<file path="config.mk">
export PLATFORM = sky130hd
export DESIGN_NAME = mesi_snoop_ctrl
export DESIGN_NICKNAME = d
export VERILOG_FILES = /design/src/rtl/mesi_snoop_ctrl.sv
export SDC_FILE = /design/constraint.sdc
export NUM_CORES = 1
export LEC_CHECK = 0
export CAP_MARGIN = 20
export CORE_ASPECT_RATIO = 0.75
export CORE_MARGIN = 8
export CORE_UTILIZATION = 45
export CTS_BUF_LIST = sky130_fd_sc_hd__clkbuf_4 sky130_fd_sc_hd__clkbuf_8
export DETAILED_ROUTE_END_ITERATION = 7
export GPL_TIMING_DRIVEN = 1
export PLACE_DENSITY = 0.67
export SLEW_MARGIN = 20
export SYNTH_ARGS = -nofsm -noshare
export SYNTH_HDL_FRONTEND = slang
export SYNTH_SLANG_ARGS = --single-unit
</file>
<file path="constraint.sdc">
create_clock -name clock -period 5.4 [get_ports clock]
set_input_delay 1.08 -clock clock [delete_from_list [all_inputs] [get_ports clock]]
set_output_delay 1.08 -clock clock [all_outputs]
set_load 0.005 [all_outputs]
</file>
<file path="src/rtl/mesi_snoop_ctrl.sv">
// MESI snooping coherence controller for one direct-mapped cache: per-line state/tag
// store, a single-request miss sequencer and a bus snooper that runs every cycle.
module mesi_snoop_ctrl #(
  parameter int IDX_W = 2,
  parameter int TAG_W = 6,
  localparam int AW    = TAG_W + IDX_W,
  localparam int LINES = 32'd1 << IDX_W
) (
  input  logic             clock,
  input  logic             Reset,
  input  logic             cpu_valid,
  input  logic             cpu_write,
  input  logic [AW-1:0]    cpu_addr,
  output logic             cpu_ready,
  output logic             cpu_done,
  output logic             cpu_hit,
  input  logic [1:0]       snoop_cmd,
  input  logic [AW-1:0]    snoop_addr,
  input  logic             shared_in,
  output logic [1:0]       bus_out,
  output logic [AW-1:0]    bus_addr,
  output logic [1:0]       mem_out,
  output logic [AW-1:0]    mem_addr,
  input  logic [IDX_W-1:0] dbg_idx,
  output logic [1:0]       dbg_state
);

  typedef enum logic [1:0] {SEQ_IDLE = 2'b00, SEQ_WB = 2'b01, SEQ_MISS = 2'b10, SEQ_FILL = 2'b11} seq_e;

  localparam logic [1:0] ST_I = 2'b00, ST_S = 2'b01, ST_E = 2'b10, ST_M = 2'b11;
  localparam logic [1:0] CMD_NONE = 2'b00, CMD_RD = 2'b01, CMD_WR = 2'b10, CMD_INV = 2'b11;
  localparam logic [1:0] MEM_NONE = 2'b00, MEM_FLUSH = 2'b01, MEM_WB = 2'b10;

  logic [1:0]       state_q [LINES];
  logic [1:0]       state_d [LINES];
  logic [TAG_W-1:0] tag_q   [LINES];
  logic [TAG_W-1:0] tag_d   [LINES];
  seq_e             seq_q, seq_d;
  logic [AW-1:0]    req_addr_q, req_addr_d;
  logic             req_write_q, req_write_d;
  logic             cpu_done_q, cpu_done_d, cpu_hit_q, cpu_hit_d;
  logic [1:0]       bus_out_q, bus_out_d, mem_out_q, mem_out_d;
  logic [AW-1:0]    bus_addr_q, bus_addr_d, mem_addr_q, mem_addr_d;

  logic [IDX_W-1:0] snp_idx, cur_idx;
  logic [TAG_W-1:0] snp_tag, cur_tag;
  logic [AW-1:0]    cur_addr;
  logic             cur_write, snp_flush, line_hit, victim_m, wb_req, bus_req;

  // Next-state: snoop first, then the CPU side sees the post-snoop line state.
  always_comb begin
    state_d     = state_q;
    tag_d       = tag_q;
    seq_d       = seq_q;
    req_addr_d  = req_addr_q;
    req_write_d = req_write_q;
    cpu_done_d  = 1'b0;
    cpu_hit_d   = 1'b0;
    bus_out_d   = CMD_NONE;
    bus_addr_d  = bus_addr_q;
    mem_out_d   = MEM_NONE;
    mem_addr_d  = mem_addr_q;
    wb_req      = 1'b0;
    bus_req     = 1'b0;

    snp_idx = snoop_addr[IDX_W-1:0];
    snp_tag = snoop_addr[AW-1:IDX_W];
    if ((snoop_cmd != CMD_NONE) && (tag_q[snp_idx] == snp_tag) && (state_q[snp_idx] != ST_I)) begin
      snp_flush        = (state_q[snp_idx] == ST_M) && (snoop_cmd != CMD_INV);
      state_d[snp_idx] = (snoop_cmd == CMD_RD) ? ST_S : ST_I;
    end else begin
      snp_flush = 1'b0;
    end
    if (snp_flush) begin
      mem_out_d  = MEM_FLUSH;
      mem_addr_d = snoop_addr;
    end else begin
      mem_out_d = MEM_NONE;
    end

    cur_addr  = (seq_q == SEQ_IDLE) ? cpu_addr : req_addr_q;
    cur_write = (seq_q == SEQ_IDLE) ? cpu_write : req_write_q;
    cur_idx   = cur_addr[IDX_W-1:0];
    cur_tag   = cur_addr[AW-1:IDX_W];
    line_hit  = (tag_q[cur_idx] == cur_tag) && (state_d[cur_idx] != ST_I);
    victim_m  = (state_d[cur_idx] == ST_M);

    case (seq_q)
      SEQ_IDLE: begin
        if (cpu_valid) begin
          req_addr_d  = cpu_addr;
          req_write_d = cpu_write;
          if (line_hit) begin
            cpu_done_d = 1'b1;
            cpu_hit_d  = 1'b1;
            if (cpu_write && (state_d[cur_idx] == ST_S)) begin
              bus_out_d  = CMD_INV;
              bus_addr_d = cpu_addr;
            end else begin
              bus_out_d = CMD_NONE;
            end
            state_d[cur_idx] = cpu_write ? ST_M : state_d[cur_idx];
          end else if (victim_m) begin
            seq_d  = SEQ_WB;
            wb_req = 1'b1;
          end else begin
            seq_d   = SEQ_MISS;
            bus_req = 1'b1;
          end
        end else begin
          seq_d = SEQ_IDLE;
        end
      end
      // Victim still dirty means the write-back lost mem_out to a flush: retry it.
      SEQ_WB: begin
        if (victim_m) begin
          wb_req = 1'b1;
        end else begin
          seq_d   = SEQ_MISS;
          bus_req = 1'b1;
        end
      end
      SEQ_MISS: begin
        tag_d[cur_idx]   = cur_tag;
        state_d[cur_idx] = cur_write ? ST_M : (shared_in ? ST_S : ST_E);
        cpu_done_d       = 1'b1;
        seq_d            = SEQ_FILL;
      end
      SEQ_FILL: seq_d = SEQ_IDLE;
      default:  seq_d = SEQ_IDLE;
    endcase

    if (wb_req && !snp_flush) begin
      mem_out_d        = MEM_WB;
      mem_addr_d       = {tag_q[cur_idx], cur_idx};
      state_d[cur_idx] = ST_I;
    end else begin
      mem_addr_d = mem_addr_d;
    end
    if (bus_req) begin
      bus_out_d  = cur_write ? CMD_WR : CMD_RD;
      bus_addr_d = cur_addr;
    end else begin
      bus_addr_d = bus_addr_d;
    end
  end

  // State store, sequencer and registered outputs.
  always_ff @(posedge clock or posedge Reset) begin
    if (Reset) begin
      for (int i = 0; i < LINES; i++) begin
        state_q[i] <= ST_I;
        tag_q[i]   <= '0;
      end
      seq_q       <= SEQ_IDLE;
      req_addr_q  <= '0;
      req_write_q <= 1'b0;
      cpu_done_q  <= 1'b0;
      cpu_hit_q   <= 1'b0;
      bus_out_q   <= CMD_NONE;
      bus_addr_q  <= '0;
      mem_out_q   <= MEM_NONE;
      mem_addr_q  <= '0;
    end else begin
      state_q     <= state_d;
      tag_q       <= tag_d;
      seq_q       <= seq_d;
      req_addr_q  <= req_addr_d;
      req_write_q <= req_write_d;
      cpu_done_q  <= cpu_done_d;
      cpu_hit_q   <= cpu_hit_d;
      bus_out_q   <= bus_out_d;
      bus_addr_q  <= bus_addr_d;
      mem_out_q   <= mem_out_d;
      mem_addr_q  <= mem_addr_d;
    end
  end

  assign cpu_ready = (seq_q == SEQ_IDLE);
  assign cpu_done  = cpu_done_q;
  assign cpu_hit   = cpu_hit_q;
  assign bus_out   = bus_out_q;
  assign bus_addr  = bus_addr_q;
  assign mem_out   = mem_out_q;
  assign mem_addr  = mem_addr_q;
  assign dbg_state = state_q[dbg_idx];

endmodule

</file>
* Word-level counts from Yosys, hierarchy flattened
Cells that the tools add are included.
** Word-level totals
- Memory bits (read-only) :: 0
- Memories :: 0
- Register bits after elaboration :: 65
- Bits in latches :: 0
- Bits of input ports :: 25
- Output and inout port bits :: 25
- Memory bits (writable) :: 0
** Operators by class
- Bitwise logic cells :: 5
- Reduce and logical (&&, ||, !) cells :: 21
- Equal/unequal tests :: 12
- Shift operators :: 0
- Div/mod/pow operators :: 0
- $add $sub $neg :: 0
- $lt $le $gt $ge :: 5
- Multiplexer cells :: 69
- Multipliers :: 0
** Operator list (count)
- 8-bit 2-to-1 mux :: 12
- 2-bit 2-to-1 mux :: 22
- 6-bit 2-to-1 mux :: 5
- 6-bit binary-select mux with 2-bit select :: 2
- 24-bit bitwise mux :: 1
- 8-bit bitwise mux :: 3
- 8-bit case mux with 2 select lines :: 1
- 2-bit nonzero test :: 8
- 1-bit 2-to-1 mux :: 13
- 2-bit binary-select mux with 2-bit select :: 3
- 6-bit demux with 2-bit select :: 1
- 6-bit == test :: 2
- 3-bit greater-or-equal comparator, second input constant :: 3
- 2-bit inverter with 3-bit output :: 3
- 8-bit bitwise AND :: 1
- 2-bit demux with 2-bit select :: 2
- 2-bit == test, second input constant :: 4
- 1-bit logical AND :: 8
- 8-bit inverter :: 1
- 2-bit case mux with 4 select lines :: 1
- 2-bit by 1-bit == test with 1-bit output, second input constant :: 3
- 3-bit by 1-bit < comparator with 1-bit output, second input constant :: 2
- 1-bit case mux with 2 select lines :: 3
- 2-bit inequality test, second input constant :: 2
- other kinds (5) :: 6

* Logic depth before layout (Yosys ltp)
Gate-level depths: netlist of run 1.
- Depth in word-level cells :: 18
- Gate-level depth with buffers :: 14
- Gate-level depth less buffers :: 12

* Worst setup path before layout of run 1
OpenSTA, ideal clock, no wires.
- Path type :: input to register
- Start :: input snoop_addr[0]
- End :: register bus_addr_q[2], in the netlist bus_addr[2]
- Path slack :: 1.552 ns
- Stages :: 12
- Data required time :: 5.276 ns
- Arrival time :: 3.725 ns
- Path through :: buf_6 buf_1 mux2i_1 xor2_1 mux2i_1 or4_1 buf_2 o31ai_4 and3_4 o221ai_2 and2_0 a211o_1
** On the way
- Longest elaborated chain between the ends :: 18
- Elaborated cells between the ends (all ways) :: 36
- Those cells by class :: order compare: 2; eq/ne: 3; mux: 18; bitwise: 1; reduce/logical: 12
** Ends and longest elaborated chain
- from (decl) :: line 18 : input logic [AW-1:0] snoop_addr,
- 2-bit inverter with 3-bit output (*) :: line 68, 70
- 6-bit binary-select mux with 2-bit select :: line 68 : if ((snoop_cmd != CMD_NONE) && (tag_q[snp_idx] == snp_tag) && (state_q[snp_idx] != ST_I)) begin
- 6-bit 2-to-1 mux (not written as such) (2 in a row) :: line 68
- 6-bit == test :: line 68
- 1-bit logical AND (2 in a row) :: line 68
- 8-bit 2-to-1 mux (*) :: line 68
- 2-bit binary-select mux with 2-bit select (*) :: line 85, 86, 96
- 2-bit 2-to-1 mux (not written as such) (*) (2 in a row) :: line 85, 86, 96
- 2-bit == test / 2-bit nonzero test (equally long branches) :: line 86, 85
- 1-bit 2-to-1 mux / 1-bit logical AND (equally long branches) :: line 103, 116, 85
- 1-bit 2-to-1 mux :: line 93 : if (line_hit) begin
- 1-bit 2-to-1 mux :: line 90 : if (cpu_valid) begin
- 1-bit case mux with 2 select lines :: line 88 : case (seq_q)
- 2-bit nonzero test (no line)
- 4-bit AND reduction (no line)
- to (signal assigned) :: line 173 : bus_addr_q <= bus_addr_d;
- to (decl) :: line 43 : logic [AW-1:0] bus_addr_q, bus_addr_d, mem_addr_q, mem_addr_d;
Every way passes the cells marked *; elsewhere a longest branch is shown, timed or not. The select of a mux whose other input is x is not followed.
A chain may end at the register's enable or synchronous reset.

* Worst setup path after layout of run 1
- Start :: input snoop_addr[0]
- End :: register mem_addr_q[1], in the netlist mem_addr[1]
** On the way
- Longest elaborated chain between the ends :: 18
- Elaborated cells between the ends (all ways) :: 35
- Those cells by class :: order compare: 2; eq/ne: 3; mux: 19; bitwise: 1; reduce/logical: 10
** Ends and longest elaborated chain
- 2-bit inverter with 3-bit output (*) :: line 68, 69, 70
- 6-bit binary-select mux with 2-bit select :: line 68
- 6-bit 2-to-1 mux (not written as such) (2 in a row) :: line 68
- 6-bit == test :: line 68
- 1-bit logical AND (2 in a row) :: line 68
- 8-bit 2-to-1 mux :: line 68
- 2-bit binary-select mux with 2-bit select :: line 85, 86
- 2-bit 2-to-1 mux (not written as such) (2 in a row) :: line 85, 86
- 2-bit == test / 2-bit nonzero test (equally long branches) :: line 86, 85
- 1-bit 2-to-1 mux / 1-bit logical AND (equally long branches) :: line 103, 116, 85
- 1-bit 2-to-1 mux :: line 93
- 1-bit 2-to-1 mux :: line 90
- 1-bit case mux with 2 select lines :: line 88
- 1-bit logical AND :: line 133 : if (wb_req && !snp_flush) begin
- 8-bit 2-to-1 mux / 2-bit nonzero test (equally long branches)
- to (signal assigned) :: line 175 : mem_addr_q <= mem_addr_d;
- to (decl) :: line 43
Marked as above.

==> qor.csv, run 1 <==
metric;value;unit
status;complete, no violations;
drive_gt1_share;13.5;%
muxShareOfSynthArea;16.3;%
postCtsSetupBuffers;0;
via_count;3524;
track_usage;19.2;%
placed_area;4690;um2
grt_pass1_wl;19000;um
die_x;126;um
tns;0;ns
syn_area;4070;um2
fin_crit_sh;84.6;%
cts_buffers;9;
postCtsHoldBufs;0;
cts_root_buf;clkbuf_8;
drv_cap;0;
worst_pin_slew;0.788;ns
use_met3;7.19;%
yosysWarningCount;0;
stdcell_count;594;
drt_wl_total;11500;um
post-dp-hpwl;8520;um
synth_xor_area_share;3.66;%
clockBufferDepth;2;
synth_edf_count;0;
max_freq;0.219;GHz
setup_viol;0;
dpl_worst_slack;0.531;ns
yosys.area_share.simple;15.7;%
io_pins;50;
finalPower;3080;uW
p_leak;0.00207;uW
nNetsFinal;505;
syn-mean-instance-area;9.53;um2
rsz0062_at_grt;false;
yosysTopAreaCellShare;40.0;%
seq_area_frac_synth;40.0;%
synth_area_leaders;dfrtp_1 40%, mux2i_1 7.4%, mux4_2 6.1%, o21ai_0 5.5%, nand2_1 5.3%;
synth_ff_type;dfrtp_1;
coreArea;8930;um2
startpoint_type;input port;
drtAntennaViolNets;0;
routed_via_density;5.93;
syn_inst;427;
vdd_drop_max;0.282;mV
timing_hold_violations_final;0;
die_h;98.3;um
wire_per_inst;19.4;um
fin_crit;4.57;ns
cts-resized-gates;0;
worstPathRequired;5.61;ns
grt_antenna_before_repair;0;
io_buffers;49;
syn2layout_area_growth;20.1;%
drc;0;
postLayoutCellArea;4890;um2
layout_common_cells;65 x dfrtp_1, 57 x nand2_1, 49 x clkdlybuf4s50_1;
synth_compound_area_share;19.8;%
first_pass_iters;5;
grt_pass1_vias;3532;
yosysUniqueCellTypes;60;
diodes;0;
start_util;45.5;%
grt_max_degree;38;
htreeDepth;3;
top_usage_layer;met1;
rows;30;
path_clk_slew;0.08;ns
relSlewSlack;47.5;%
cp-end-kind;flop;
synthAdderAreaFrac;1.17;%
drtIter0Drc;294;
critPathMaxFanout;15;
maxSlewViolCount;0;
clock_latency;0.35;ns
ys_async_sr_fraction;100;%
gr-total-overflow;0;
arrival;4.77;ns
final_common_cell;dfrtp_1;
gp_congestion;0.899;
cts_sinks;65;
final.setup_skew;0.00611;ns
ys_seq_elements;65;
syn_nets;455;
tritoncts;yes;
critPathKind;input port to flop;
met2_usage;25.6;%
power_density;630;nW/um2
synth_top_family_by_area;compound AO/OA/AOI/OAI gates;
yosysTopAreaCell;dfrtp_1;
grt_use_met1;27.8;%
layout_setup_ws;0.831;ns
die_area;12400;um2
hold_class;flop to flop;
place_inst;578;
metrics by stage:
stage / util, % / hold slack [ns]
floorplan: - / 0.449
global placement: 52.5 / 0.450
detailed placement: 52.5 / 0.456
CTS: 54.7 / 0.473
global route: 54.7 / 0.492
finish: 54.7 / 0.468
layout make-up:
type                    count  area (um2)
flip-flops and latches     65        1630
clock inverters             5        55.1
inverters                  12        45.0
multi-input cells         329        2300
clock buffers              11         145
repair buffers             60         573
well taps                 112         140
fillers                   816        4050
critical path: stages:
cell	delay [ns]
clkdlybuf4s50_1	0.66
buf_4	0.32
mux2i_1	0.30
or3_1	0.14
o21ai_0	0.07
or4_1	0.83
mux2i_1	0.49
a31oi_1	0.18
buf_4	0.20
a21oi_2	0.38
a222oi_1	0.13
path summary, 6_finish.rpt:
check	start	cells past startpoint	endpoint	slack [ns]
max in group asynchronous	Reset	3	mem_addr[3]$_DFFE_PP0P_	3.35
hold reg to reg	mem_addr[7]$_DFFE_PP0P_	2	mem_addr[7]$_DFFE_PP0P_	0.47
setup reg to reg	seq_q[0]$_DFFE_PP0P_	11	bus_addr[3]$_DFFE_PP0P_	1.75
hold / removal	mem_addr[7]$_DFFE_PP0P_	2	mem_addr[7]$_DFFE_PP0P_	0.47
min in group asynchronous	Reset	2	req_addr_q[5]$_DFFE_PP0P_	1.13
setup / recovery	snoop_addr[0]	11	mem_addr[1]$_DFFE_PP0P_	0.83
flip-flops by register name (all words and copies together), names as in the netlist:
name,flops
tag_q,24
bus_addr,8
mem_addr,8
req_addr_q,8
state_q,8
bus_out,2
mem_out,2
seq_q,2
cpu_done,1
cpu_hit,1
req_write_q,1
report_power, final:
group	switching (uW)	total [uW]	internal, uW	leakage (uW)
Sequential	150	842	692	0.000801
Combinational	1020	1810	788	0.00117
Clock	198	427	229	0.0000987
Total	1370	3080	1710	0.00207
routing by layer:
layer  vias up  wire, um
li1       1660         -
met2       166      4550
met3        16      1110
met1      1682      5750
met5         -         0
met4         0       125
cells in the mapped netlist, types with 3 or more instances:
cell type   n
dfrtp_1    65
nand2_1    57
o21ai_0    45
mux2i_1    30
nor2_1     29
xnor2_1    14
clkbuf_1   11
inv_1      11
mux4_2     11
nor3_1     11
a21oi_1    10
mux2_2      9
nand2b_1    7
o22ai_1     7
a211o_1     6
a211oi_1    6
a22oi_1     6
buf_2       6
nand4_1     5
o21a_1      5
o31ai_1     5
and2_0      4
o211ai_1    4
o21ai_1     4
a21oi_2     3
a31oi_1     3
and2_1      3
buf_1       3
ha_1        3
nand3_1     3
or2_2       3
xor2_1      3
kinds of logic after synthesis:
| family | count (synthesis) |
|---|---|
| compound gates | 120 |
| xor+xnor | 17 |
| fa+ha+maj | 4 |
| buf+inv | 33 |
| flops | 65 |
| mux | 51 |
| simple gates | 137 |
(Power assumes the default switching activity.)
==> inputs of run 2 (changes only) <==
==> constraint.sdc (replaced) <==
create_clock -name clock -period 4.3 [get_ports clock]
set_input_delay 0.86 -clock clock [delete_from_list [all_inputs] [get_ports clock]]
set_output_delay 0.86 -clock clock [all_outputs]
set_load 0.005 [all_outputs]
==> run 2 against run 1 <==
  * Register-to-register slack worse by 1.1 ns
  * Design area up 2.7%
  * Non-clock buffer count up 14
  * Wire length about the same
  * Largest power group unchanged
==> qor.csv, run 2 (same netlist as run 1, synthesis figures left out) <==
metric;value;unit;change
drtAntennaViolNets;0;;unchanged
p_leak;0.00215;uW;+3.9%
place_inst;592;;+2.4%
hold_class;flop to flop;;
drtIter0Drc;373;;+27%
wire_per_inst;19.0;um;-2.4%
drv_cap;0;;unchanged
htreeDepth;3;;unchanged
worstPathRequired;4.55;ns;-1.06 ns
final.setup_skew;0.0135;ns;+0.00734 ns
clock_latency;0.36;ns;about the same
postLayoutCellArea;5020;um2;+2.7%
post-route-util;56.2;%;+1.5 points
cts_sinks;65;;unchanged
stdcell_count;608;;+2.4%
max_flop_register;tag_q;;
vdd_drop_max;0.405;mV;+44%
post-dp-hpwl;8880;um;+4.2%
layout_common_cells;65 x dfrtp_1, 57 x nand2_1, 49 x clkdlybuf4s50_1;;
grt_pass1_vias;3565;;+0.93%
io_pins;50;;unchanged
die_x;126;um;unchanged
timing_hold_violations_final;0;;unchanged
relSlewSlack;52.6;%;+5.1 points
largest_reg_flops;24;;unchanged
startpoint_type;input port;;
postCtsHoldBufs;0;;unchanged
die_h;98.3;um;unchanged
layout_setup_ws;0.284;ns;-0.547 ns
drc;0;;unchanged
track_usage;19.3;%;+0.073 points
maxSlewViolCount;0;;unchanged
gr-total-overflow;0;;unchanged
gp_congestion;0.896;;-0.28%
nNetsFinal;519;;+2.8%
syn2layout_area_growth;23.4;%;
fin_crit;4.02;ns;
cts-resized-gates;0;;unchanged
dpl_worst_slack;-0.0918;ns;-0.623 ns
critPathKind;input port to flop;;
critical_path.cell_chain;clkdlybuf4s50_1 > mux4_2 > xnor2_1 > o21ai_1 > or4_1 > buf_4 > o31ai_4 > and3_4 > o221ai_2 > and2_0 > a211o_1;;
diodes;0;;unchanged
cts_root_buf;clkbuf_8;;
critPathMaxFanout;15;;unchanged
hold_slack;0.466;ns;-0.00115 ns
grt_antenna_before_repair;0;;unchanged
io_buffers;49;;unchanged
status;complete, no violations;;
arrival;4.26;ns;-0.51 ns
drt_wl_total;11500;um;about the same
first_pass_iters;5;;unchanged
fin_crit_sh;93.4;%;
rsz0062_at_grt;false;;
clockBufferDepth;2;;unchanged
max_freq;0.249;GHz;
final_common_cell;dfrtp_1;;
grt_pass1_wl;19100;um;+0.25%
via_count;3595;;+2.0%
drive_gt1_share;15.9;%;+2.4 points
coreArea;8930;um2;unchanged
routed_via_density;5.91;;-0.33%
tritoncts;yes;;
start_util;45.5;%;unchanged
grt_max_degree;29;;-24%
setup_viol;0;;unchanged
postCtsSetupBuffers;0;;unchanged
worst_pin_slew;0.691;ns;-0.0970 ns
rows;30;;unchanged
cp_slowest_stage_delay;0.64;ns;-0.19 ns
die_area;12400;um2;unchanged
power_density;803;nW/um2;+28%
crit_slowest_cell;clkdlybuf4s50_1;;
cts_buffers;9;;unchanged
path_clk_slew;0.08;ns;about the same
cp-end-kind;flop;;
placed_area;4790;um2;+2.2%
## run 2: final timing paths
check | cells past startpoint | endpoint | slack (ns) | startpoint
max | 11 | bus_addr[5]$_DFFE_PP0P_ | 0.28 | snoop_addr[0]
min | 2 | mem_addr[4]$_DFFE_PP0P_ | 0.47 | mem_addr[4]$_DFFE_PP0P_
min reg2reg | 2 | mem_addr[4]$_DFFE_PP0P_ | 0.47 | mem_addr[4]$_DFFE_PP0P_
min in group asynchronous | 2 | req_addr_q[5]$_DFFE_PP0P_ | 0.83 | Reset
max in group asynchronous | 3 | mem_addr[5]$_DFFE_PP0P_ | 2.72 | Reset
max reg2reg | 12 | bus_addr[3]$_DFFE_PP0P_ | 0.63 | seq_q[0]$_DFFE_PP0P_
## run 2: through the flow
step | setup TNS, ns | power [uW]
6_report | 0 | 4030
3_5_place_dp | -0.360 | 3400
2_1_floorplan | 0 | 2590
3_3_place_gp | -0.188 | 3360
4_1_cts | 0 | 4020
5_1_grt | 0 | 4320
## run 2: where the power goes
group          leakage (uW)  internal, uW  switching [uW]  total (uW)
combinational       0.00123          1070            1290        2370
clock              0.000110           332             269         601
sequential         0.000801           868             194        1060
total               0.00215          2270            1760        4030
## run 2: layout make-up
cell class	instances	area (um2)
Clock buffer	9	124
Clock inverter	7	103
Fill cell	820	3920
Inverter	12	45.0
Multi-Input combinational cell	329	2300
Sequential cell	65	1630
Tap cell	112	140
Timing Repair Buffer	74	678
## run 2: worst max-delay path, delay by kind of cell
| kind | cells | cell delay, ns |
|---|---|---|
| multiplexers | 1 | 0.55 |
| AND/OR/NAND/NOR | 3 | 1.00 |
| XOR/XNOR | 1 | 0.15 |
| buffers and inverters | 2 | 0.86 |
| AO/OA/AOI/OAI | 4 | 0.82 |
## run 2: metal layers
layer  wire, um  track usage [%]  share of wire, %  up-vias
li1           -                -                 -     1687
met1       5800             27.9                50     1743
met2       4620             27.1                40      155
met3       1030             6.04               8.9       10
met4         87             4.61              0.75        0
met5          0                0                 0        -
